**src/rtl/floating_point_stream_buffer.sv**
```systemverilog
// floating_point_stream_buffer
//   Show-ahead FIFO for floating-point words coming from a valid-only
//   upstream pipeline. The upstream cannot be stalled. The word stream passes
//   through one registered input stage and is then written into a circular
//   storage array. A word that arrives when the buffer is full and nothing is
//   popped is dropped, and the sticky overflow flag is set.
//
//   Optional feature: when the macro FP_STREAM_BUFFER_DROP_CNT_EN is defined,
//   drop_count_o counts dropped words and saturates at 16'hFFFF. When the
//   macro is not defined, drop_count_o is tied to zero.
//
// Ports
//   clk_i          single clock, rising edge
//   rst_i          synchronous active-high reset
//   fp_a_i         incoming word (sign | exponent | fraction)
//   valid_i        fp_a_i qualifier
//   fp_o           head-of-buffer word, valid while valid_o=1
//   valid_o        buffer non-empty
//   ready_i        downstream accept; a pop happens when valid_o && ready_i
//   almost_full_o  count_o >= DEPTH - AF_MARGIN
//   overflow_o     sticky: a word was dropped since reset
//   count_o        current occupancy, 0..DEPTH
//   drop_count_o   dropped-word counter (zero unless the macro is defined)

module floating_point_stream_buffer #(
  parameter int EXP_WIDTH  = 0,
  parameter int FRAC_WIDTH = 0,
  parameter int DEPTH      = 8,
  parameter int AF_MARGIN  = 3,
  localparam int FP_WIDTH_REG = 1 + FRAC_WIDTH + EXP_WIDTH,
  localparam int CNT_W        = $clog2(DEPTH) + 1
) (
  input  logic                    clk_i,
  input  logic                    rst_i,
  input  logic [FP_WIDTH_REG-1:0] fp_a_i,
  input  logic                    valid_i,
  output logic [FP_WIDTH_REG-1:0] fp_o,
  output logic                    valid_o,
  input  logic                    ready_i,
  output logic                    almost_full_o,
  output logic                    overflow_o,
  output logic [CNT_W-1:0]        count_o,
  output logic [15:0]             drop_count_o
);

  localparam int PTR_W = $clog2(DEPTH);

  localparam logic [CNT_W-1:0] DEPTH_C   = CNT_W'(DEPTH);
  localparam logic [CNT_W-1:0] AF_THRESH = CNT_W'(DEPTH - AF_MARGIN);
  localparam logic [CNT_W-1:0] CNT_ONE   = CNT_W'(1);
  localparam logic [PTR_W-1:0] PTR_ONE   = PTR_W'(1);

  logic [FP_WIDTH_REG-1:0] in_data_q, in_data_d;
  logic                    in_valid_q, in_valid_d;
  logic [FP_WIDTH_REG-1:0] mem_q [DEPTH];
  logic [FP_WIDTH_REG-1:0] mem_d [DEPTH];
  logic [PTR_W-1:0]        wr_ptr_q, wr_ptr_d;
  logic [PTR_W-1:0]        rd_ptr_q, rd_ptr_d;
  logic [CNT_W-1:0]        count_q, count_d;
  logic                    overflow_q, overflow_d;

  logic pop;
  logic push;
  logic drop;

  // A pop frees a slot in the same cycle, so a full buffer can still accept
  // a push. Occupancy comes from count_q. Pointer equality alone cannot tell
  // full from empty.
  assign pop  = (count_q != '0) && ready_i;
  assign push = in_valid_q && ((count_q != DEPTH_C) || pop);
  assign drop = in_valid_q && !push;

  always_comb begin
    in_data_d  = fp_a_i;
    in_valid_d = valid_i;
    mem_d      = mem_q;
    wr_ptr_d   = wr_ptr_q;
    rd_ptr_d   = rd_ptr_q;
    count_d    = count_q;
    overflow_d = overflow_q | drop;

    if (push) begin
      mem_d[wr_ptr_q] = in_data_q;
      wr_ptr_d        = wr_ptr_q + PTR_ONE;
    end
    if (pop) begin
      rd_ptr_d = rd_ptr_q + PTR_ONE;
    end

    case ({push, pop})
      2'b10:   count_d = count_q + CNT_ONE;
      2'b01:   count_d = count_q - CNT_ONE;
      default: count_d = count_q;
    endcase
  end

  // Data-path registers carry no reset. Stale contents are never visible
  // because valid_o follows the occupancy count.
  always_ff @(posedge clk_i) begin
    in_data_q <= in_data_d;
    mem_q     <= mem_d;
  end

  always_ff @(posedge clk_i) begin
    if (rst_i) begin
      in_valid_q <= 1'b0;
      wr_ptr_q   <= '0;
      rd_ptr_q   <= '0;
      count_q    <= '0;
      overflow_q <= 1'b0;
    end else begin
      in_valid_q <= in_valid_d;
      wr_ptr_q   <= wr_ptr_d;
      rd_ptr_q   <= rd_ptr_d;
      count_q    <= count_d;
      overflow_q <= overflow_d;
    end
  end

  assign fp_o          = mem_q[rd_ptr_q];
  assign valid_o       = (count_q != '0);
  assign almost_full_o = (count_q >= AF_THRESH);
  assign overflow_o    = overflow_q;
  assign count_o       = count_q;

`ifdef FP_STREAM_BUFFER_DROP_CNT_EN
  logic [15:0] drop_cnt_q, drop_cnt_d;

  always_comb begin
    drop_cnt_d = drop_cnt_q;
    if (drop && (drop_cnt_q != 16'hFFFF)) begin
      drop_cnt_d = drop_cnt_q + 16'd1;
    end
  end

  always_ff @(posedge clk_i) begin
    if (rst_i) begin
      drop_cnt_q <= 16'd0;
    end else begin
      drop_cnt_q <= drop_cnt_d;
    end
  end

  assign drop_count_o = drop_cnt_q;
`else
  assign drop_count_o = 16'd0;
`endif

endmodule

```
**config.mk**
```make
export PLATFORM = sky130hd
export DESIGN_NAME = floating_point_stream_buffer
export DESIGN_NICKNAME = d
export VERILOG_FILES = /design/src/rtl/floating_point_stream_buffer.sv
export SDC_FILE = /design/constraint.sdc
export NUM_CORES = 1
export LEC_CHECK = 0
export BUFFER_PORTS_ARGS = -buffer_cell sky130_fd_sc_hd__buf_2
export CAP_MARGIN = 20
export CORE_UTILIZATION = 51
export CTS_CLUSTER_DIAMETER = 80
export CTS_CLUSTER_SIZE = 24
export DETAILED_ROUTE_END_ITERATION = 16
export PLACE_DENSITY = 0.8
export SLEW_MARGIN = 5
export SYNTH_ARGS = -nofsm -noshare
export SYNTH_HDL_FRONTEND = slang
export SYNTH_SLANG_ARGS = --single-unit
```
**constraint.sdc**
```tcl
create_clock -name clk_i -period 3 [get_ports clk_i]
set_input_delay 0 -clock clk_i [delete_from_list [all_inputs] [get_ports clk_i]]
set_output_delay 0 -clock clk_i [all_outputs]
set_load 0.03 [all_outputs]
```
==> summary.txt, run 1 <==
Status
  • Status: complete, no violations

Power and ir drop
  • Maximum vdd ir drop: 559.7 uV
  • P_sw: 0.0004173 W
  • Clock power frac: 13.8%
  • Combinational power share: 46.8%
  • Switch share: 43.33%
  • Leak pwr: 0.4983 nW
  • Internal power: 0.0005457 W
  • Power density over the cells: 811.1 nW/um2
  • Sequential share of power: 39.4%

Place
  • Port Buffers: 12
  • DP Worst Slack: 0.3859 ns
  • Dpl hpwl: 1304 um
  • GPL Wtd Cong: 0.8416
  • DP Cell Count: 144

Logic synthesis
  • Post-synth ARST share: 0%
  • Sequential element share of the synthesized area: 45.25%
  • Synth Area per Inst: 10.34 um2
  • Post-synth top cells: 16 x buf_4, 15 x nor2_1, 13 x dfxtp_1
  • Synth Area in Compound Gates: 6.448%
  • Cells after Synth: 107
  • YS warnings: 0
  • Largest family of logic cells by synthesized area: simple AND/OR/NAND/NOR gates
  • Post-synth top area share: 23.53%
  • Ys flop type: dfxtp_1
  • Post-Synth Adder-Cell Area: 7.466%
  • #FFs+latches synth: 21
  • Most area-hungry cell type in the Yosys netlist: dfxtp_1
  • Syn Std Cell Area: 1106 um2
  • Post-synthesis mux area share: 5.995%
  • Top cells by area, synth: dfxtp_1 24%, edfxtp_1 22%, buf_4 11%
  • XOR/XNOR Fraction of Synth Area: 4.751%
  • Count of cell types in the netlist: 31
  • Simple-gate area share of the yosys netlist: 16.74%
  • Post-synth EDFFs: 8
  • Dominant cell by count in the synthesized netlist: buf_4

Timing
  • Hold WS: 0.01907 ns
  • Worst clock skew: 0.01001 ns
  • Max Slew Vio Count: 0
  • RSZ-0062 raised after global routing: no
  • Max Fclk: 374.3 MHz
  • Final setup TNS: 0 ns
  • Setup WS post-layout: 0.3282 ns
  • Fin crit share: 89.06%
  • Final min period: 2.672 ns
  • Hold Fails Final Rpt: 0
  • Final setup fails: 0

Global routing
  • Total GRT Usage: 16.12%
  • Largest net degree at the start of global routing: 13
  • First-pass GRT wire length: 2953 um
  • Vias in the first global route: 696
  • Antenna violations before repair: 0
  • Global route overflow: 0

Job
  • Max-cap check violation count: 0

Detailed routing
  • DR pass1 iterations: 4
  • Total Wirelength: 1732 um
  • Initial DRC count: 13
  • Vias post-DR: 735
  • WL per Instance: 11.47 um
  • DR DRC count: 0
  • Detail Route Antenna Nets: 0
  • Mean number of vias per cell: 4.868

Finish
  • Fin nets: 136
  • Utilization after layout: 59.31%
  • Layout cell share with drive strength beyond 1: 18.55%
  • N_diodes: 0
  • Fin cells: 151
  • FILL cells: 179
  • Area grow syn2layout: 7.353%

Die
  • # rows: 16
  • Boundary pin count: 29
  • Full die area: 2359 um2
  • Starting Density: 55.25%
  • Die width: 48.57 um
  • Chip height: 48.57 um
  • Core area: 2002 um2

Setup path
  • Critical path arrival: 2.91 ns
  • Crit path kind: flop to flop
  • Critical path endpoint category: flop
  • Required time of the worst setup path: 3.24 ns
  • CP max FO: 7
  • CP Launch Type: flop

Worst hold path
  • Min-delay worst type: input pin to flop

Clock tree
  • TritonCTS buffer count: 3
  • Worst skew pair latency: 0.30 ns
  • Clock slew at reported path FFs: 0.12 ns
  • Number of H-tree levels: 1
  • CTS tree: built
  • CTS sink count: 21
  • Post-cts sizing count: 0
  • Clk buf depth: 2
  • Clk root buf: clkbuf_4
[sequential cells by signal, summed over array words and instances, names as in the netlist]
name        cells
rd_ptr_q        3
in_data_q       1
count_o         4
mem_q           8
in_valid_q      1
overflow_o      1
wr_ptr_q        3
[cell families (layout without fill, tap and decap cells)]
family                   after synthesis  in the layout
XOR/XNOR                               6              6
AO/OA/AOI/OAI                         11             11
buffers and inverters                 22             24
AND/OR/NAND/NOR                       36             36
multiplexers                           4              4
flip-flops                            21             21
other                                  1             16
adder cells (fa/ha/maj)                6              6
[power by group through the flow]
stage / Clock [W] / Combinational, W / Sequential, W
after floorplan: 0 / 0.000335 / 0.000415
after global placement: 0 / 0.000434 / 0.000382
after detailed placement: 0 / 0.000447 / 0.000385
after CTS: 0.000136 / 0.000452 / 0.000379
after global routing: 0.000151 / 0.000491 / 0.000385
final: 0.000133 / 0.000450 / 0.000380
[final timing paths]
kind                                 start          to  slack, ns  depth (start not counted)
worst max-delay path            count_o[0]  count_o[3]       0.33                          9
worst min-delay path                 rst_i  count_o[2]       0.02                          2
worst max register to register  count_o[0]  count_o[3]       0.33                          9
worst min register to register  overflow_o  overflow_o       0.49                          2
[metrics by stage]
stage	total power, W	instance area, um2
3_5_place_dp	0.0008320	1131
6_report	0.0009631	1187
5_1_grt	0.001027	1187
3_3_place_gp	0.0008159	1131
2_1_floorplan	0.0007506	1162
4_1_cts	0.0009673	1187
[final cells by class]
cell class                 instances  area, um2  share of cell area [%]
timing repair buffer              15      90.09                   7.587
multi-input combinational         79      518.0                   43.62
clock buffer                       4      26.28                   2.213
tap                               27      33.78                   2.845
inverter                           5      18.77                   1.581
sequential                        21      500.5                   42.15
[timing repair]
item,4_1_cts,5_1_grt
hold buffers,3,0
buffers inserted,0,0
endpoints found under the hold margin,3,0
[metal layers]
layer  track usage [%]  up-vias  routed length [um]
met1             18.86      348                 777
met5                 0        -                   0
met4             6.373        0                   0
met2             29.34       18                 908
met3             2.516        0                  46
li1                  -      369                   -
[cells in the final DEF (no fill, tap or decap), types with 2 or more instances in the layout]
| master | instances |
|---|---|
| conb_1 | 16 |
| nor2_1 | 15 |
| dfxtp_1 | 13 |
| buf_2 | 12 |
| edfxtp_1 | 8 |
| a21oi_1 | 7 |
| inv_1 | 5 |
| xor2_1 | 5 |
| ha_1 | 5 |
| nor3_1 | 4 |
| nand2_1 | 3 |
| nand2b_1 | 3 |
| nand3_1 | 3 |
| clkbuf_4 | 3 |
| dlygate4sd3_1 | 3 |
| mux4_2 | 2 |
[critical path: stages (launching register included)]
cell	delay, ns
dfxtp_1	0.40
or4_4	0.58
nand2_1	0.14
inv_1	0.06
ha_1	0.23
ha_1	0.32
a21oi_1	0.19
a21oi_1	0.10
or4_1	0.46
a21oi_1	0.14
No activity file was read; power rests on OpenSTA's default activity.
==> inputs of run 2 (changes only) <==
CELL_PAD_IN_SITES_DETAIL_PLACEMENT = 2   (was unset)
CELL_PAD_IN_SITES_GLOBAL_PLACEMENT = 2   (was unset)
CORE_UTILIZATION = 31   (was 51)
PLACE_DENSITY = 0.78   (was 0.8)
==> run 2 against run 1 <==
Against the previous run: maximum frequency shrank 0.61%; worst setup slack worse by 0.016 ns; critical path type unchanged; critical path depth unchanged; total power grew 2.5%; via count grew 4.1%; clock skew up 0.0049 ns; global-route usage down 3.3 points.
==> summary.txt, run 2 (same netlist as run 1, synthesis figures left out) <==
Global routing
  • Largest net degree at the start of global routing: 13 (unchanged)
  • First-pass GRT wire length: 3456 um (+17%)
  • Global route overflow: 0 (unchanged)
  • Vias in the first global route: 795 (+14%)
  • Antenna violations before repair: 0 (unchanged)
  • Total GRT Usage: 12.85% (-3.3 points)

Power and ir drop
  • Total power: 0.0009870 W (+2.5%)
  • Power density over the cells: 814.9 nW/um2 (+0.48%)
  • Switch share: 44.61% (+1.3 points)
  • Internal power: 0.0005467 W (+0.18%)
  • Sequential share of power: 38.6% (-0.8 points)
  • Clock power frac: 14.4% (+0.6 points)
  • Combinational power share: 47.0% (+0.2 points)
  • Leak pwr: 0.4983 nW (unchanged)
  • Maximum vdd ir drop: 269.9 uV (-52%)
  • P_sw: 0.0004403 W (+5.5%)

Detailed routing
  • Initial DRC count: 16 (+3)
  • DR pass1 iterations: 4 (unchanged)
  • Detail Route Antenna Nets: 0 (unchanged)
  • DR DRC count: 0 (unchanged)
  • Total Wirelength: 2216 um (+28%)
  • Vias post-DR: 765 (+4.1%)
  • Mean number of vias per cell: 4.500 (-7.6%)
  • WL per Instance: 13.04 um (+14%)

Clock tree
  • CTS sink count: 21 (unchanged)
  • TritonCTS buffer count: 3 (unchanged)
  • CTS tree: built
  • Number of H-tree levels: 1 (unchanged)
  • Post-CTS setup buffers: 0 (unchanged)
  • Clk buf depth: 2 (unchanged)
  • Worst skew pair latency: 0.32 ns (+0.02 ns)
  • Clk root buf: clkbuf_4
  • Clock slew at reported path FFs: 0.13 ns (about the same)

Setup path
  • CP top delay family: simple AND/OR/NAND/NOR gates
  • Cell breakdown of the critical path: or4_4 > nand2_1 > inv_1 > ha_1 > ha_1 > a21oi_1 > a21oi_1 > or4_1 > a21oi_1
  • Crit path kind: flop to flop
  • Critical path arrival: 2.95 ns (+0.04 ns)
  • Most used cell, CP: a21oi_1
  • CP max FO: 7 (unchanged)
  • Worst path max stage delay: 0.58 ns (about the same)
  • Required time of the worst setup path: 3.26 ns (+0.02 ns)
  • CP Launch Type: flop
  • Slowest stage cell, crit path: or4_4
  • Critical path endpoint category: flop
  • Bufs and invs on worst path: 1 (unchanged)

Timing
  • Final min period: 2.688 ns (+0.01637 ns)
  • Final setup fails: 0 (unchanged)
  • Final setup TNS: 0 ns (unchanged)
  • Fin crit share: 89.61% (+0.55 points)
  • RSZ-0062 raised after global routing: no
  • Max Slew Vio Count: 0 (unchanged)
  • Max Fclk: 372.0 MHz (-0.61%)
  • Hold Fails Final Rpt: 0 (unchanged)
  • Worst clock skew: 0.01489 ns (+0.004877 ns)

Finish
  • Largest Register: mem_q
  • Layout cell share with drive strength beyond 1: 18.55% (unchanged)
  • Most common cell after layout, fill and taps aside: conb_1
  • Fin nets: 136 (unchanged)
  • Max reg flops: 8 (unchanged)
  • Area grow syn2layout: 9.502%
  • Commonest cells after routing, fill and taps aside: 16 x conb_1, 15 x nor2_1, 13 x dfxtp_1
  • N_diodes: 0 (unchanged)

Place
  • Dpl hpwl: 1704 um (+31%)
  • Port Buffers: 12 (unchanged)
  • GPL Wtd Cong: 0.7188 (-15%)

Die
  • Chip height: 61.73 um (+27%)
  • # rows: 21 (+5)
  • Boundary pin count: 29 (unchanged)
  • Die width: 61.73 um (+27%)
  • Starting Density: 32.63% (-23 points)
  • Full die area: 3811 um2 (+62%)
  • Core area: 3390 um2 (+69%)

Job
  • Max-cap check violation count: 0 (unchanged)

Worst hold path
  • Min-delay worst type: input pin to flop

Status
  • Status: complete, no violations
## run 2: layer usage
layer | up-vias | share of wire [%] | global-route usage [%]
li1 | 367 | - | -
met1 | 375 | 44 | 14.82
met2 | 20 | 52 | 23.04
met3 | 3 | 2.8 | 1.242
met4 | 0 | 1.4 | 7.619
met5 | - | 0 | 0
## run 2: final timing paths
check                  start         end  slack, ns  depth (start not counted)
setup / recovery  count_o[0]  count_o[3]       0.31                          9
hold / removal         rst_i  count_o[2]       0.01                          2
setup reg to reg  count_o[0]  count_o[3]       0.31                          9
hold reg to reg   overflow_o  overflow_o       0.51                          2
## run 2: final cells by class
cell class / count / area, um2
fill: 374 / 2178
inverter: 5 / 18.77
clock buffer: 4 / 26.28
multi-input combinational: 79 / 518.0
sequential: 21 / 500.5
timing repair buffer: 15 / 90.09
tap: 46 / 57.56
## run 2: worst reg2reg max path, cell delays in order (launching register included)
cell,delay [ns]
dfxtp_1,0.39
or4_4,0.58
nand2_1,0.14
inv_1,0.08
ha_1,0.24
ha_1,0.33
a21oi_1,0.17
a21oi_1,0.11
or4_1,0.47
a21oi_1,0.15
## run 2: power by group through the flow
stage | sequential (W) | clock (W) | combinational (W)
2_1_floorplan | 0.000415 | 0 | 0.000335
3_3_place_gp | 0.000384 | 0 | 0.000444
3_5_place_dp | 0.000388 | 0 | 0.000460
4_1_cts | 0.000382 | 0.000147 | 0.000469
5_1_grt | 0.000387 | 0.000160 | 0.000517
6_report | 0.000381 | 0.000142 | 0.000463
## run 2: what timing repair did
item                      CTS  global route
hold endpoints to repair    3             0
resized for setup           0             0
hold buffers                3             0
## run 2: metrics by stage
step / instance area (um2) / util [%] / setup slack (ns) / hold WS, ns / instances
floorplan: 1162 / - / 0.2910 / 0.02772 / 122
global placement: 1155 / 34.07 / 0.4460 / 0.1027 / 163
detailed placement: 1155 / 34.07 / 0.3311 / 0.1054 / 163
CTS: 1211 / 35.73 / 0.2972 / 0.01762 / 170
global route: 1211 / 35.73 / 0.1216 / 0.01407 / 170
finish: 1211 / 35.73 / 0.3118 / 0.01030 / 170
==> inputs of run 3 (changes only) <==
GPL_TIMING_DRIVEN = 0   (was unset)
clock period = 2.6 ns   (was 3 ns; I/O delays follow)
==> run 3 against run 2 <==
Against the previous run: combinational power rose by 45%; critical endpoint unchanged; hold slack improved by 0.019 ns; largest cell class unchanged; count of clock-buffer cells in the layout did not move; maximum frequency rose by 7.2%; final area rose by 16%; total power rose by 29%; sequential power rose by 17%; global-route usage rose by 0.62 points; worst setup slack got worse by 0.22 ns; sequential cell count did not move; clock skew fell by 0.012 ns.
==> summary.txt, run 3 (same netlist as run 1, synthesis figures left out) <==
Status
  • Status: complete, no violations

Global routing
  • Vias in the first global route: 828 (+4.2%)
  • Total GRT Usage: 13.48% (+0.62 points)
  • Global route overflow: 0 (unchanged)
  • Largest net degree at the start of global routing: 12 (-1)
  • First-pass GRT wire length: 3705 um (+7.2%)
  • Antenna violations before repair: 0 (unchanged)

Power and ir drop
  • P_sw: 0.0005480 W (+24%)
  • Combinational power share: 52.7% (+5.7 points)
  • Leak pwr: 0.6141 nW (+23%)
  • Switch share: 43.16% (-1.5 points)
  • Internal power: 0.0007218 W (+32%)
  • Maximum vdd ir drop: 269.9 uV (unchanged)
  • Power density over the cells: 904.5 nW/um2 (+11%)
  • Clock power frac: 12.1% (-2.3 points)
  • Sequential share of power: 35.2% (-3.4 points)

Timing
  • Max Slew Vio Count: 0 (unchanged)
  • Worst clock skew: 0.002961 ns (-0.01193 ns)
  • Final setup fails: 0 (unchanged)
  • Hold Fails Final Rpt: 0 (unchanged)
  • Final min period: 2.508 ns (-0.1805 ns)
  • Final setup TNS: 0 ns (unchanged)
  • Hold WS: 0.02960 ns (+0.01930 ns)
  • Fin crit share: 96.45% (+6.8 points)
  • Max Fclk: 398.8 MHz (+7.2%)

Clock tree
  • Worst skew pair latency: 0.30 ns (-0.02 ns)
  • Clock slew at reported path FFs: 0.11 ns (-0.02 ns)
  • TritonCTS buffer count: 3 (unchanged)
  • Clk root buf: clkbuf_4
  • Number of H-tree levels: 1 (unchanged)
  • Clk buf depth: 2 (unchanged)
  • CTS tree: built
  • CTS sink count: 21 (unchanged)

Place
  • Dpl hpwl: 1865 um (+9.4%)
  • GPL Wtd Cong: 0.7241 (+0.74%)
  • Port Buffers: 12 (unchanged)

Setup path
  • Required time of the worst setup path: 2.84 ns (-0.42 ns)
  • Crit path kind: flop to flop
  • CP Launch Type: flop
  • Critical path endpoint category: flop
  • Critical path arrival: 2.74 ns (-0.21 ns)
  • CP max FO: 4 (-3)

Detailed routing
  • DR pass1 iterations: 4 (unchanged)
  • Initial DRC count: 14 (-2)
  • DR DRC count: 0 (unchanged)
  • WL per Instance: 13.49 um (+3.5%)
  • Mean number of vias per cell: 4.421 (-1.8%)
  • Vias post-DR: 840 (+9.8%)
  • Total Wirelength: 2564 um (+16%)
  • Detail Route Antenna Nets: 0 (unchanged)

Finish
  • Largest Register: mem_q
  • Most common cell after layout, fill and taps aside: buf_4
  • FILL cells: 367 (-1.9%)
  • Commonest cells after routing, fill and taps aside: 19 x buf_4, 16 x conb_1, 15 x nor2_1
  • Max reg flops: 8 (unchanged)
  • Utilization after layout: 41.42% (+5.7 points)
  • N_diodes: 0 (unchanged)
  • Layout cell share with drive strength beyond 1: 36.81% (+18 points)
  • Area grow syn2layout: 26.92%
  • Fin nets: 156 (+15%)

Die
  • Chip height: 61.73 um (unchanged)
  • Core area: 3390 um2 (unchanged)
  • Boundary pin count: 29 (unchanged)
  • # rows: 21 (unchanged)
  • Starting Density: 32.63% (unchanged)
  • Die width: 61.73 um (unchanged)
  • Full die area: 3811 um2 (unchanged)

Job
  • Max-cap check violation count: 0 (unchanged)

Worst hold path
  • Min-delay worst type: input pin to flop
==> run 3: per-layer routing <==
| layer | global-route usage, % | up-vias | routed length, um |
|---|---|---|---|
| met5 | 0 | - | 0 |
| met4 | 4.444 | 0 | 0 |
| met3 | 1.656 | 0 | 93 |
| met2 | 25.81 | 20 | 1438 |
| met1 | 15.37 | 413 | 1032 |
| li1 | - | 407 | - |
==> run 3: repair_timing <==
item,CTS,global route
resized for setup,3,5
hold buffers,3,0
buffers inserted,0,3
endpoints found under the setup margin,1,1
endpoints found under the hold margin,3,0
pin swaps,0,3
==> run 3: stage by stage <==
step                cell area (um2)  cells  total power (W)  setup slack, ns
floorplan                      1169    122        0.0008757          0.01141
global placement               1286    180        0.0009792          0.05900
detailed placement             1286    180         0.001018         -0.06755
CTS                            1361    187         0.001204          0.01850
global route                   1404    190         0.001364         -0.01609
finish                         1404    190         0.001270          0.09236
==> run 3: critical path: stages, from the launching register on <==
cell,delay [ns]
dfxtp_4,0.38
or4_4,0.57
nand2_4,0.11
inv_1,0.05
ha_2,0.21
ha_1,0.30
nand3_1,0.11
and3_4,0.20
or4_4,0.41
a21oi_2,0.12
==> run 3: worst paths after layout <==
check	start	endpoint	slack [ns]	cells after the start
setup / recovery	count_o[2]	count_o[3]	0.09	9
setup reg to reg	count_o[2]	count_o[3]	0.09	9
hold / removal	ready_i	rd_ptr_q[1]	0.03	3
hold reg to reg	overflow_o	overflow_o	0.49	2
==> run 3: final cells by class <==
class / instances / area, um2 / area share (%)
buffer: 17 / 125.1 / 8.913
sequential: 21 / 506.7 / 36.10
multi-input combinational: 79 / 556.8 / 39.66
tap: 46 / 57.56 / 4.100
inverter: 5 / 18.77 / 1.337
clock buffer: 4 / 26.28 / 1.872
timing repair buffer: 18 / 112.6 / 8.021
==> run 3: power groups by stage <==
| stage | Combinational (W) | Clock, W | Sequential [W] |
|---|---|---|---|
| floorplan | 0.000392 | 0 | 0.000484 |
| global placement | 0.000531 | 0 | 0.000448 |
| detailed placement | 0.000566 | 0 | 0.000452 |
| CTS | 0.000595 | 0.000159 | 0.000450 |
| global route | 0.000736 | 0.000171 | 0.000457 |
| finish | 0.000670 | 0.000153 | 0.000447 |
